## src/rtl/calc_pkg.sv

```systemverilog
// Shared definitions for the hex calculator input path: key codes, key
// classification helpers and the input-arbiter FSM state encoding.
package calc_pkg;

    localparam logic [4:0] KEY_PLUS  = 5'h10;
    localparam logic [4:0] KEY_MINUS = 5'h11;
    localparam logic [4:0] KEY_EQUAL = 5'h12;
    localparam logic [4:0] KEY_CLEAR = 5'h13;

    typedef enum logic [1:0] {
        ST_IDLE,
        ST_LOCKED,
        ST_GAP
    } state_t;

    function automatic logic is_digit(input logic [4:0] key);
        return (key[4] == 1'b0);
    endfunction

    function automatic logic is_valid(input logic [4:0] key);
        return (key <= KEY_CLEAR);
    endfunction

    function automatic logic ends_expr(input logic [4:0] key);
        return (key == KEY_EQUAL) || (key == KEY_CLEAR);
    endfunction

endpackage

```

## src/rtl/calc_input_arbiter_if.sv

```systemverilog
// Key-source handshakes plus the strobe/status bundle toward the calculator.
interface calc_input_arbiter_if;

    logic       req0;
    logic       req1;
    logic [4:0] key0;
    logic [4:0] key1;
    logic       ack0;
    logic       ack1;
    logic       valid_input;
    logic [4:0] input_value;
    logic       locked;
    logic       owner;
    logic       err;
    logic       tmo;

    modport master (
        output req0, req1, key0, key1,
        input  ack0, ack1, valid_input, input_value, locked, owner, err, tmo
    );

    modport slave (
        input  req0, req1, key0, key1,
        output ack0, ack1, valid_input, input_value, locked, owner, err, tmo
    );

endinterface

```

## src/rtl/calc_rr_arb2.sv

```systemverilog
// Two-way round-robin arbiter; the pointer remembers the last port granted
// while enabled, so a contested request goes to the other port next time.
module calc_rr_arb2 (
    input  logic       clk,
    input  logic       nrst,
    input  logic [1:0] req,
    input  logic       en,
    output logic [1:0] grant
);

    logic last;

    // NOTE: every output of an always_comb gets a default first so no latch is inferred.
    always_comb begin
        grant = req;
        if (req == 2'b11) grant = last ? 2'b01 : 2'b10;
    end

    always_ff @(posedge clk or negedge nrst) begin
        if (!nrst)                last <= 1'b1;
        else if (en && (|req))    last <= grant[1];
    end

endmodule

```

## src/rtl/calc_input_arbiter.sv

```systemverilog
// Shares the calculator key port between two sources: round-robin grant,
// expression locking until '=' or 'CL', idle gap after strobes, stall clear.
module calc_input_arbiter
    import calc_pkg::*;
#(
    parameter int unsigned GAP     = 2,
    parameter int unsigned TIMEOUT = 255
) (
    input logic                 clk,
    input logic                 nrst,
    calc_input_arbiter_if.slave bus
);

    localparam logic [3:0]  GAP_LAST = 4'(GAP - 1);
    localparam logic [15:0] TMO_LAST = 16'(TIMEOUT);

    state_t      state;
    logic [3:0]  gap_cnt;
    logic [15:0] tmo_cnt;
    logic [1:0]  req;
    logic [1:0]  grant;
    logic        sel;
    logic [4:0]  key_sel;
    logic        serve;

    assign req = {bus.req1, bus.req0};

    calc_rr_arb2 u_arb (
        .clk   (clk),
        .nrst  (nrst),
        .req   (req),
        .en    (state == ST_IDLE),
        .grant (grant)
    );

    // While locked only the owner may be served; otherwise the arbiter picks.
    always_comb begin
        sel     = (state == ST_LOCKED) ? bus.owner : grant[1];
        key_sel = sel ? bus.key1 : bus.key0;
        serve   = ((state == ST_IDLE) && (|req)) ||
                  ((state == ST_LOCKED) && req[bus.owner]);
    end

    // NOTE: sequential state uses non-blocking assignments only, so every register
    // samples pre-edge values regardless of statement order.
    always_ff @(posedge clk or negedge nrst) begin
        if (!nrst) begin
            state           <= ST_IDLE;
            gap_cnt         <= '0;
            tmo_cnt         <= '0;
            bus.ack0        <= 1'b0;
            bus.ack1        <= 1'b0;
            bus.valid_input <= 1'b0;
            bus.input_value <= '0;
            bus.locked      <= 1'b0;
            bus.owner       <= 1'b0;
            bus.err         <= 1'b0;
            bus.tmo         <= 1'b0;
        end else begin
            bus.ack0        <= 1'b0;
            bus.ack1        <= 1'b0;
            bus.valid_input <= 1'b0;
            bus.err         <= 1'b0;
            bus.tmo         <= 1'b0;

            if (serve) begin
                bus.ack0 <= ~sel;
                bus.ack1 <= sel;
                state    <= ST_GAP;
                gap_cnt  <= '0;
                tmo_cnt  <= '0;
                if (is_valid(key_sel)) begin
                    bus.valid_input <= 1'b1;
                    bus.input_value <= key_sel;
                    if (ends_expr(key_sel)) begin
                        bus.locked <= 1'b0;
                    end else if (is_digit(key_sel) || key_sel == KEY_PLUS ||
                                 key_sel == KEY_MINUS) begin
                        bus.locked <= 1'b1;
                        bus.owner  <= sel;
                    end
                end else begin
                    bus.err <= 1'b1;
                end
            end else begin
                unique case (state)
                    ST_LOCKED: begin
                        // Owner stalled: force a clear so the calculator never hangs mid-expression.
                        if (tmo_cnt == TMO_LAST) begin
                            bus.valid_input <= 1'b1;
                            bus.input_value <= KEY_CLEAR;
                            bus.tmo         <= 1'b1;
                            bus.locked      <= 1'b0;
                            tmo_cnt         <= '0;
                            gap_cnt         <= '0;
                            state           <= ST_GAP;
                        end else begin
                            tmo_cnt <= tmo_cnt + 16'd1;
                        end
                    end
                    ST_GAP: begin
                        if (gap_cnt == GAP_LAST) begin
                            gap_cnt <= '0;
                            state   <= bus.locked ? ST_LOCKED : ST_IDLE;
                        end else begin
                            gap_cnt <= gap_cnt + 4'd1;
                        end
                    end
                    default: ;
                endcase
            end
        end
    end

endmodule

```

## src/flat_wrapper.sv

```systemverilog
// flat-port wrapper written by rule: the top's interface ports become plain ports
module calc_input_arbiter_flat import calc_pkg::*;
#(
    parameter int unsigned GAP     = 2,
    parameter int unsigned TIMEOUT = 255
)
  (clk, nrst, bus_req0, bus_req1, bus_key0, bus_key1, bus_ack0, bus_ack1, bus_valid_input, bus_input_value, bus_locked, bus_owner, bus_err, bus_tmo);
  calc_input_arbiter_if bus_i ();
  input logic clk;
  input logic nrst;
  input wire logic [$bits(bus_i.req0)-1:0] bus_req0;
  input wire logic [$bits(bus_i.req1)-1:0] bus_req1;
  input wire logic [$bits(bus_i.key0)-1:0] bus_key0;
  input wire logic [$bits(bus_i.key1)-1:0] bus_key1;
  output wire logic [$bits(bus_i.ack0)-1:0] bus_ack0;
  output wire logic [$bits(bus_i.ack1)-1:0] bus_ack1;
  output wire logic [$bits(bus_i.valid_input)-1:0] bus_valid_input;
  output wire logic [$bits(bus_i.input_value)-1:0] bus_input_value;
  output wire logic [$bits(bus_i.locked)-1:0] bus_locked;
  output wire logic [$bits(bus_i.owner)-1:0] bus_owner;
  output wire logic [$bits(bus_i.err)-1:0] bus_err;
  output wire logic [$bits(bus_i.tmo)-1:0] bus_tmo;
  assign bus_i.req0 = bus_req0;
  assign bus_i.req1 = bus_req1;
  assign bus_i.key0 = bus_key0;
  assign bus_i.key1 = bus_key1;
  assign bus_ack0 = bus_i.ack0;
  assign bus_ack1 = bus_i.ack1;
  assign bus_valid_input = bus_i.valid_input;
  assign bus_input_value = bus_i.input_value;
  assign bus_locked = bus_i.locked;
  assign bus_owner = bus_i.owner;
  assign bus_err = bus_i.err;
  assign bus_tmo = bus_i.tmo;
  calc_input_arbiter #(.GAP(GAP), .TIMEOUT(TIMEOUT)) u_core (.clk(clk), .nrst(nrst), .bus(bus_i));
endmodule
```

## config.mk

```make
export PLATFORM = sky130hd
export DESIGN_NAME = calc_input_arbiter_flat
export DESIGN_NICKNAME = d
export VERILOG_FILES = /design/src/rtl/calc_pkg.sv /design/src/rtl/calc_input_arbiter_if.sv /design/src/rtl/calc_rr_arb2.sv /design/src/rtl/calc_input_arbiter.sv /design/src/flat_wrapper.sv
export SDC_FILE = /design/constraint.sdc
export NUM_CORES = 1
export LEC_CHECK = 0
export BUFFER_PORTS_ARGS = -buffer_cell sky130_fd_sc_hd__clkbuf_2
export CAP_MARGIN = 20
export CORE_ASPECT_RATIO = 0.7
export CORE_MARGIN = 5
export CORE_UTILIZATION = 45
export CTS_CLUSTER_SIZE = 8
export DETAILED_ROUTE_END_ITERATION = 10
export PLACE_DENSITY = 0.68
export SKIP_CTS_REPAIR_TIMING = 1
export SLEW_MARGIN = 20
export SYNTH_ARGS = -nofsm -noshare
export SYNTH_HDL_FRONTEND = slang
export SYNTH_SLANG_ARGS = --single-unit
export TNS_END_PERCENT = 100
```

## constraint.sdc

```tcl
create_clock -name clk -period 4.01 [get_ports clk]
set_input_delay 0.2005 -clock clk [delete_from_list [all_inputs] [get_ports clk]]
set_output_delay 0.2005 -clock clk [all_outputs]
set_load 0.02 [all_outputs]
```

# After elaboration in Yosys (flattened, before gate mapping)
# Cells that the tools add are included.
[totals]
register_bits = 35
elab_cells = 85
out_inout_bits = 12
in_bits = 14
[op_classes]
n_eq_ne = 13
magnitude_cmp = 2
addsub = 2
mux = 37
n_reduce_logical = 16
bitwise_logic = 3
[ops]
columns = ["cell", "count"]
rows = [
  ["2-to-1 mux 16 bit", 3],
  ["2-to-1 mux 5 bit", 5],
  ["== test 5 bit, second input constant", 4],
  ["2-to-1 mux 1 bit", 19],
  ["adder 16 x 1 -> 16 bit, second input constant", 1],
  ["== test 16 x 8 -> 1 bit, second input constant", 1],
  ["2-to-1 mux 4 bit", 3],
  ["2-to-1 mux 2 bit", 5],
  ["one-hot mux 4 bit (2 select lines)", 1],
  ["AND reduction 4 bit", 2],
  ["AND reduction 3 bit", 2],
  ["<= comparator 5 bit, second input constant", 1],
  ["adder 4 x 1 -> 4 bit, second input constant", 1],
  ["== test 2 bit, second input constant", 2],
  ["== test 4 x 1 -> 1 bit, second input constant", 1],
  ["logical OR 1 bit", 4],
  ["one-hot mux 2 bit (2 select lines)", 1],
  ["nonzero test 2 bit", 2],
  ["!= test 3 x 1 -> 1 bit, second input constant", 1],
  ["!= test 3 x 2 -> 1 bit, second input constant", 1],
  ["!= test 3 bit, second input constant", 1],
  ["NOT 1 bit", 3],
  ["nonzero test 3 bit", 1],
  ["== test 2 x 1 -> 1 bit, second input constant", 1],
  ["other kinds (6)", 7],
]

# Longest topological paths before layout
# Gate-level depths: netlist of the first run.
[logic_depth]
depth_word = 11
depth_mapped = 9
ltp_nobuf = 8

# Cells and area by module
# From an unflattened synthesis of the first run, not the netlist that was laid out.
[unflattened]
hier_cells = 207
area_unflattened_um2 = 1920.6
[by_module_without_submodules]
columns = ["module", "cells_per_inst", "n_inst", "seq_area_each_um2", "area_each_um2"]
rows = [
  ["calc_input_arbiter", 201, 1, 850.8, 1864.3],
  ["calc_rr_arb2", 6, 1, 26.3, 56.3],
]

# Worst setup path after synthesis of the first run
# No wires, ideal clock.
[synth_path]
path_kind = "register -> register"
from = "reg u_core.state[1]"
to = "reg u_core.bus.input_value[0]"
synth_period_minus_slack_ns = 2.079
t_arrival_ns = 1.930
setup_ns = 0.150
path_stages_with_launch = 10
slack_ns = 1.931
n_path_buf = 2
required_time_ns = 3.860
path_cell_list = "dfrtp_1 -> inv_1 -> ha_1 -> buf_2 -> and2_0 -> a31oi_1 -> buf_2 -> nor3b_1 -> nor3_1 -> o21ai_0"
[synth_via]
elab_chain_cells = 6
elab_cells_between_ends = 14
cone_classes = "1 x order compare; 2 x eq/ne; 4 x mux; 7 x reduce/logical"
[synth_lines]
columns = ["element", "line_no", "text"]
rows = [
  ["start, declared", "calc_input_arbiter.sv:17", "state_t state;"],
  ["start signal, assigned", "calc_input_arbiter.sv:104", "state <= bus.locked ? ST_LOCKED : ST_IDLE;"],
  ["== test 2 x 1 -> 1 bit", "calc_input_arbiter.sv:38, calc_input_arbiter.sv:41, calc_input_arbiter.sv:86", ""],
  ["2-to-1 mux 1 bit", "calc_input_arbiter.sv:38", "sel = (state == ST_LOCKED) ? bus.owner : grant[1];"],
  ["2-to-1 mux 5 bit", "calc_input_arbiter.sv:39", "key_sel = sel ? bus.key1 : bus.key0;"],
  ["<= comparator 5 bit", "calc_pkg.sv:21", "return (key <= KEY_CLEAR);"],
  ["!= test 2 bit (no source line)", "n/a", ""],
  ["AND reduction 3 bit (no source line)", "n/a", ""],
  ["end signal, assigned", "calc_input_arbiter.sv:74", "bus.input_value <= key_sel;"],
  ["end, declared", "calc_input_arbiter_if.sv:24", "output ack0, ack1, valid_input, input_value, locked, owner, err, tmo"],
]
# Several ways; a longest one is shown, not always the timed one. The select of a mux whose other input is x is not followed.
# A chain may end at the register's enable or synchronous reset.

# Worst setup path in the final report of the first run
# Ends and elaborated chain as after synthesis.

==> results of run 1 <==
-- sequential cells by signal (all words and copies together) (netlist names) --
name and cells:
u_core.bus.input_value 5, u_core.gap_cnt 4, u_core.bus.valid_input 1, u_core.bus.owner 1
u_core.u_arb.last 1, u_core.tmo_cnt 16, u_core.state 2, u_core.bus.ack0 1
u_core.bus.tmo 1, u_core.bus.err 1, u_core.bus.ack1 1, u_core.bus.locked 1
-- power by group --
group / internal, uW / switching, uW / leakage (uW)
Combinational: 13.4 / 21.3 / 0.000531
Clock: 122 / 124 / 0.0000422
Sequential: 355 / 2.47 / 0.000447
-- placed cells by master, fill, tap and decap left out, types with 2 or more instances in the layout --
cell,synthesis,final
sky130_fd_sc_hd__nand4_1,5,5
sky130_fd_sc_hd__dfrtp_1,34,34
sky130_fd_sc_hd__clkbuf_2,0,25
sky130_fd_sc_hd__or4_1,3,3
sky130_fd_sc_hd__and3_1,4,4
sky130_fd_sc_hd__nand3_1,9,9
sky130_fd_sc_hd__a21o_1,5,5
sky130_fd_sc_hd__buf_4,0,2
sky130_fd_sc_hd__nand2b_1,5,5
sky130_fd_sc_hd__mux2i_1,6,6
sky130_fd_sc_hd__o22ai_1,2,2
sky130_fd_sc_hd__o31a_1,2,2
sky130_fd_sc_hd__nor3_1,6,6
sky130_fd_sc_hd__nand2_1,15,15
sky130_fd_sc_hd__a22o_1,2,2
sky130_fd_sc_hd__clkbuf_8,0,5
sky130_fd_sc_hd__ha_1,6,6
sky130_fd_sc_hd__and2_1,3,3
sky130_fd_sc_hd__mux2_2,2,2
sky130_fd_sc_hd__a21oi_1,15,15
sky130_fd_sc_hd__o21ai_0,13,13
sky130_fd_sc_hd__o211ai_1,2,2
sky130_fd_sc_hd__inv_1,9,9
sky130_fd_sc_hd__a31oi_1,10,10
sky130_fd_sc_hd__or3_1,3,3
sky130_fd_sc_hd__or2_2,2,2
sky130_fd_sc_hd__nor2_1,12,12
sky130_fd_sc_hd__clkbuf_1,3,2
-- synth_stat cells, drive strengths merged (3+ instances only) --
cell / count / area [um2]
a21o: 5 / 37.5
a21oi: 15 / 75.1
a31oi: 10 / 62.6
and2: 4 / 25.0
and3: 4 / 25.0
buf: 5 / 31.3
clkbuf: 3 / 11.3
dfrtp: 34 / 851
ha: 6 / 75.1
inv: 9 / 33.8
mux2: 3 / 37.5
mux2i: 6 / 60.1
nand2: 15 / 56.3
nand2b: 5 / 31.3
nand3: 9 / 45.0
nand4: 5 / 31.3
nor2: 12 / 45.0
nor3: 6 / 30.0
o21ai: 14 / 81.3
or3: 3 / 18.8
or4: 4 / 33.8
-- layer usage --
metal | global-route usage | up-vias
met1 | 0.238 | 796
li1 | - | 831
met4 | 0.0502 | 0
met3 | 0.0388 | 8
met2 | 0.233 | 22
met5 | 0 | -
-- metrics by stage --
step / power [uW] / cell area (um2) / utilization / hold WS (ns) / worst slack, ns
4_1_cts: 644 / 2240 / 0.521 / 0.0449 / 1.35
5_1_grt: 669 / 2240 / 0.521 / 0.0872 / 1.14
3_3_place_gp: 399 / 2160 / 0.502 / 0.362 / 1.48
6_report: 638 / 2240 / 0.521 / 0.0201 / 1.34
2_1_floorplan: 379 / 1990 / - / -0.0951 / 1.93
3_5_place_dp: 399 / 2160 / 0.502 / 0.363 / 1.37
-- logic make-up after synthesis --
| group | after synthesis | share of synthesized area |
|---|---|---|
| AND/OR/NAND/NOR | 75 | 0.208 |
| flip-flops | 35 | 0.441 |
| multiplexers | 9 | 0.0491 |
| AO/OA/AOI/OAI | 66 | 0.226 |
| buffers and inverters | 17 | 0.0384 |
| adder cells (fa/ha/maj) | 6 | 0.0378 |
-- cell type report --
type	instances	area (um2)
clock buffers	7	76.3
well taps	55	68.8
inverters	9	33.8
flip-flops and latches	35	877
fillers	424	2060
clock inverters	1	5.00
multi-input cells	156	1040
repair buffers	27	140
-- path summary, 6_finish.rpt --
kind	startpoint	to	cells past startpoint
max	u_core.state[1]	u_core.bus.input_value[0]	7
min	nrst	u_core.tmo_cnt[10]	1
max reg2reg	u_core.state[1]	u_core.bus.input_value[0]	7
min reg2reg	u_core.tmo_cnt[11]	u_core.tmo_cnt[11]	1
max in group asynchronous	nrst	u_core.bus.ack1	1
min in group clk	bus_req0	u_core.u_arb.last	2
==> impl_results.md, run 1 <==
* Result of the run: finished, final reports clean
* Buffers and inverters on the worst path at 1
* Max Buffers Root-to-Sink at 2
* Predominant post-synthesis flop cell: sky130_fd_sc_hd__dfrtp_1
* Met2 WL post-DR at 1940 um
* Slew at the pin closest to its max-slew limit at 0.883 ns
* Avg WL per Cell at 15.3 um
* Number of enable-type register cells in the synthesized netlist at 0
* Die Area at 5870 um2
* Max Freq at 0.375 GHz
* Y dimension of the die at 65.6 um
* Count of max-cap constraint violations at 0
* Routed wire length on met3 at 171 um
* Starting DRC count in detailed routing at 94
* Overall via count from detail_route at 1657
* Standby leakage power at 0.00102 uW
* Critical path required time at 4.14 ns
* Highest fanout seen on the critical path at 12
* Quantity of I/O buffers inserted on ports at 25
* Area growth syn-to-layout at 12.7%
* H-tree lvl count at 2
* Ys async rst share at 1.00
* Number of antenna violations at the first check in global routing at 0
* Kind of launch point of the worst setup path: flip-flop
* Vias in the first global route at 1547
* Detailed placement HPWL at 3140 um
* Cell-by-cell listing of the critical path: inv_1 -> ha_1 -> nand2b_1 -> a21o_1 -> nand2_1 -> nor3_1 -> o21ai_0
* Mean number of vias per cell at 5.71
* Clock buffers created by TritonCTS at 5
* Number of placed cells counting well taps at 282
* Min-Delay Path Class: in2async
* Cell Pwr Density at 285 nW/um2
* Antenna-violating nets left at 0
* Remaining Overflow, GRT at 0
* Setup violation total in the final timing report at 0
* Skew-Pair Late Insertion Delay at 0.29 ns
* Synth Area per Inst at 9.56 um2
* Count of state elements after synthesis at 35
* I/O pins at 26
* Total number of nets in the final design at 254
* R2R Setup Slk at 1.34 ns
* Pins over their slew limit at 0
* Post-route setup TNS at 0 ns
* Crit path max-delay cell type: sky130_fd_sc_hd__nor3_1
* Slew HR at 0.411
* Cell area after technology mapping at 1990 um2
* Final WL at 4450 um
* Max VDD drop at 162 uV
* Antenna cell count at 0
* Number of cells in the finished layout apart from fillers at 290
* Critical path endpoint category: flip-flop
* Cell type group with the largest total delay on the critical path: simple AND/OR/NAND/NOR gates
* Ratio of cells with drive above 1 in the final layout at 0.196
* Number of search-and-repair iterations in the first detailed-routing pass at 4
* Largest incremental delay on the critical path at 0.77 ns
* Layout Skew at 0.00378 ns
* Type of the setup path with the least slack: reg2reg
* DRC violations left at 0
* Placer's final routability congestion estimate at 0.767
* Overall track demand over capacity in global routing at 0.162
* Sequential cell area fraction in the yosys report at 0.441
* Minimum clock period after layout at 2.67 ns
* Root buf cell: sky130_fd_sc_hd__clkbuf_8
* Width of the die at 89.4 um
* Net count of the mapped netlist at 228
* Worst EP arrival at 2.80 ns
* Unrepaired setup endpoints after global routing: false
* Final period util at 0.666
* TritonCTS clock tree: yes
* Number of hold-slack violations in the final timing report at 0
* Routed length on met1 at 2280 um
* Maximum number of pins on one net before global-route repair at 36
* Count of standard-cell rows at 20
* Sink count of the clock tree at 35
* Unique masters post-synth at 51
* Initial standard-cell utilization of the core at 0.462
* First-pass GRT wire length at 7420 um
* Number of warnings issued by yosys at 0
* Core Footprint at 4300 um2
* Top layer used by detailed routing: met4
* Clock transition time at the flip-flop clock pins of the worst setup and hold paths at 0.07 ns
* Gate count after technology mapping at 208
(Power assumes the default switching activity.)
==> inputs of run 2 (changes only) <==
- clock period: 4.01 -> 2.5 ns (I/O delays scaled with it)
==> run 2 against run 1 <==
Against the previous run: the run now ends with negative hold slack left; count of clock-buffer cells in the layout rose by 1; total power rose by 69%; combinational power is 66% higher; clock skew about the same; sequential share of layout area fell by 1.5 points; final cell count up 3.1%; maximum frequency up 18%; via count grew 1.5%; largest cell class unchanged; largest power group unchanged.
==> impl_results.md, run 2 (same netlist as run 1, synthesis figures left out) <==
* Antenna cell count at 0
* Avg WL per Cell at 14.7 um
* Fin Hold WS at -0.0555 ns
* Number of antenna violations at the first check in global routing at 0
* Met2 WL post-DR at 1830 um
* Sink count of the clock tree at 35
* Dpl ws at 0.249 ns
* Violated checks: negative hold slack
* Width of the die at 89.4 um
* Core Footprint at 4300 um2
* Slew at the pin closest to its max-slew limit at 0.869 ns
* Slew HR at 0.420
* Worst path setup slack after routing at 0.244 ns
* Max VDD drop at 384 uV
* Root buf cell: sky130_fd_sc_hd__clkbuf_8
* Reg2Reg Depth at 7
* Overall via count from detail_route at 1682
* Result of the run: finished, violations left
* Setup violation total in the final timing report at 0
* Number of filler cells placed in the layout at 408
* Leading cell type in the layout, fill and taps excluded: sky130_fd_sc_hd__dfrtp_1
* Ratio of cells with drive above 1 in the final layout at 0.234
* Final WL at 4400 um
* Quantity of I/O buffers inserted on ports at 25
* Area growth syn-to-layout at 17.3%
* Max Freq at 0.443 GHz
* Vias in the first global route at 1624
* Count of max-cap constraint violations at 0
* Critical path required time at 2.67 ns
* Highest fanout seen on the critical path at 10
* H-tree lvl count at 2
* Top layer used by detailed routing: met4
* Top library cells by usage in the layout, fill and taps aside: 34 x sky130_fd_sc_hd__dfrtp_1, 25 x sky130_fd_sc_hd__clkbuf_2, 15 x sky130_fd_sc_hd__nand2_1, 15 x sky130_fd_sc_hd__a21oi_1, 13 x sky130_fd_sc_hd__o21ai_0
* Clock transition time at the flip-flop clock pins of the worst setup and hold paths at 0.07 ns
* Minimum clock period after layout at 2.26 ns
* Placer's final routability congestion estimate at 0.803
* Worst flop-to-flop path endpoint: u_core.gap_cnt[0]
* Layout Skew at 0.00355 ns
* Antenna-violating nets left at 0
* Startpoint of the lowest-slack register-to-register path: u_core.state[1]
* Number of hold-slack violations in the final timing report at 34
* Worst setup path start: u_core.state[1]
* Registers with the most flip-flops: u_core.tmo_cnt: 16 flops, u_core.bus.input_value: 5 flops, u_core.gap_cnt: 4 flops
* Critical path endpoint category: flip-flop
* Kind of launch point of the worst setup path: flip-flop
* Pins over their slew limit at 0
* Die Area at 5870 um2
* Count of standard-cell rows at 20
* Post-route setup TNS at 0 ns
* Mean number of vias per cell at 5.63
* Overall track demand over capacity in global routing at 0.169
* Routed length on met1 at 2320 um
* Number of search-and-repair iterations in the first detailed-routing pass at 4
* Starting DRC count in detailed routing at 83
* Fin util at 0.542
* Worst EP arrival at 2.43 ns
* Min-Delay Path Class: in2async
* Max Buffers Root-to-Sink at 2
* Detailed placement HPWL at 3180 um
* Most flops, register: u_core.tmo_cnt
* Routed wire length on met3 at 178 um
* First-pass GRT wire length at 7660 um
* Y dimension of the die at 65.6 um
* Unrepaired setup endpoints after global routing: false
* Remaining Overflow, GRT at 0
* Initial standard-cell utilization of the core at 0.462
* I/O pins at 26
* TritonCTS clock tree: yes
* Final period util at 0.902
* Type of the setup path with the least slack: reg2reg
* Clock buffers created by TritonCTS at 5
* DRC violations left at 0
* Skew-Pair Late Insertion Delay at 0.28 ns
* Total number of nets in the final design at 263
* Standby leakage power at 0.00108 uW
* Max reg flops at 16
* Maximum number of pins on one net before global-route repair at 36
* Cell Pwr Density at 463 nW/um2
* R2R Setup Slk at 0.24 ns
==> run 2: changes by cell type in the layout (fill, tap and decap cells not counted), sizes merged <==
cell / change
clkinv: -1
buf: +9
clkbuf: +1
==> run 2: power breakdown <==
| part | switching, uW | total [uW] | internal [uW] |
|---|---|---|---|
| sequential | 4.29 | 574 | 570 |
| combinational | 34.2 | 57.5 | 23.3 |
| clock | 196 | 447 | 251 |
==> run 2: how the worst max path moves through the flow <==
stage | end | slack (ns) | cells after the start
floorplan | u_core.bus.input_value[0] | 0.42 | 9
global placement | u_core.gap_cnt[0] | 0.27 | 5
detailed placement | u_core.bus.input_value[2] | 0.25 | 9
CTS | u_core.bus.input_value[2] | 0.21 | 9
global route | u_core.bus.input_value[1] | 0.12 | 8
finish | u_core.gap_cnt[0] | 0.24 | 7
==> run 2: worst max-delay path, cell delays in order, from the launching register on <==
cell and delay (ns):
sky130_fd_sc_hd__dfrtp_1 0.37, sky130_fd_sc_hd__inv_1 0.08, sky130_fd_sc_hd__ha_1 0.21, sky130_fd_sc_hd__buf_4 0.16, sky130_fd_sc_hd__or3_1 0.38, sky130_fd_sc_hd__a211o_1 0.47
sky130_fd_sc_hd__o21ai_4 0.16, sky130_fd_sc_hd__mux2_4 0.31
==> run 2: stage by stage <==
| step | cells | area, um2 | total power (uW) |
|---|---|---|---|
| finish | 299 | 2330 | 1080 |
| global route | 299 | 2330 | 1130 |
| CTS | 299 | 2330 | 1100 |
| detailed placement | 291 | 2230 | 642 |
| global placement | 291 | 2230 | 642 |
| floorplan | 208 | 1990 | 608 |
==> run 2: layer usage <==
metal	global-route usage	vias up
li1	-	852
met1	0.254	799
met2	0.233	24
met3	0.0414	7
met4	0.0558	0
met5	0	-
==> run 2: final cells by class <==
class                   instances  area [um2]  share of cell area
inverters                       9        33.8              0.0145
well taps                      55        68.8              0.0295
multi-input cells             156        1040               0.448
repair buffers                 36         208              0.0891
flip-flops and latches         35         877               0.376
clock buffers                   8         100              0.0429
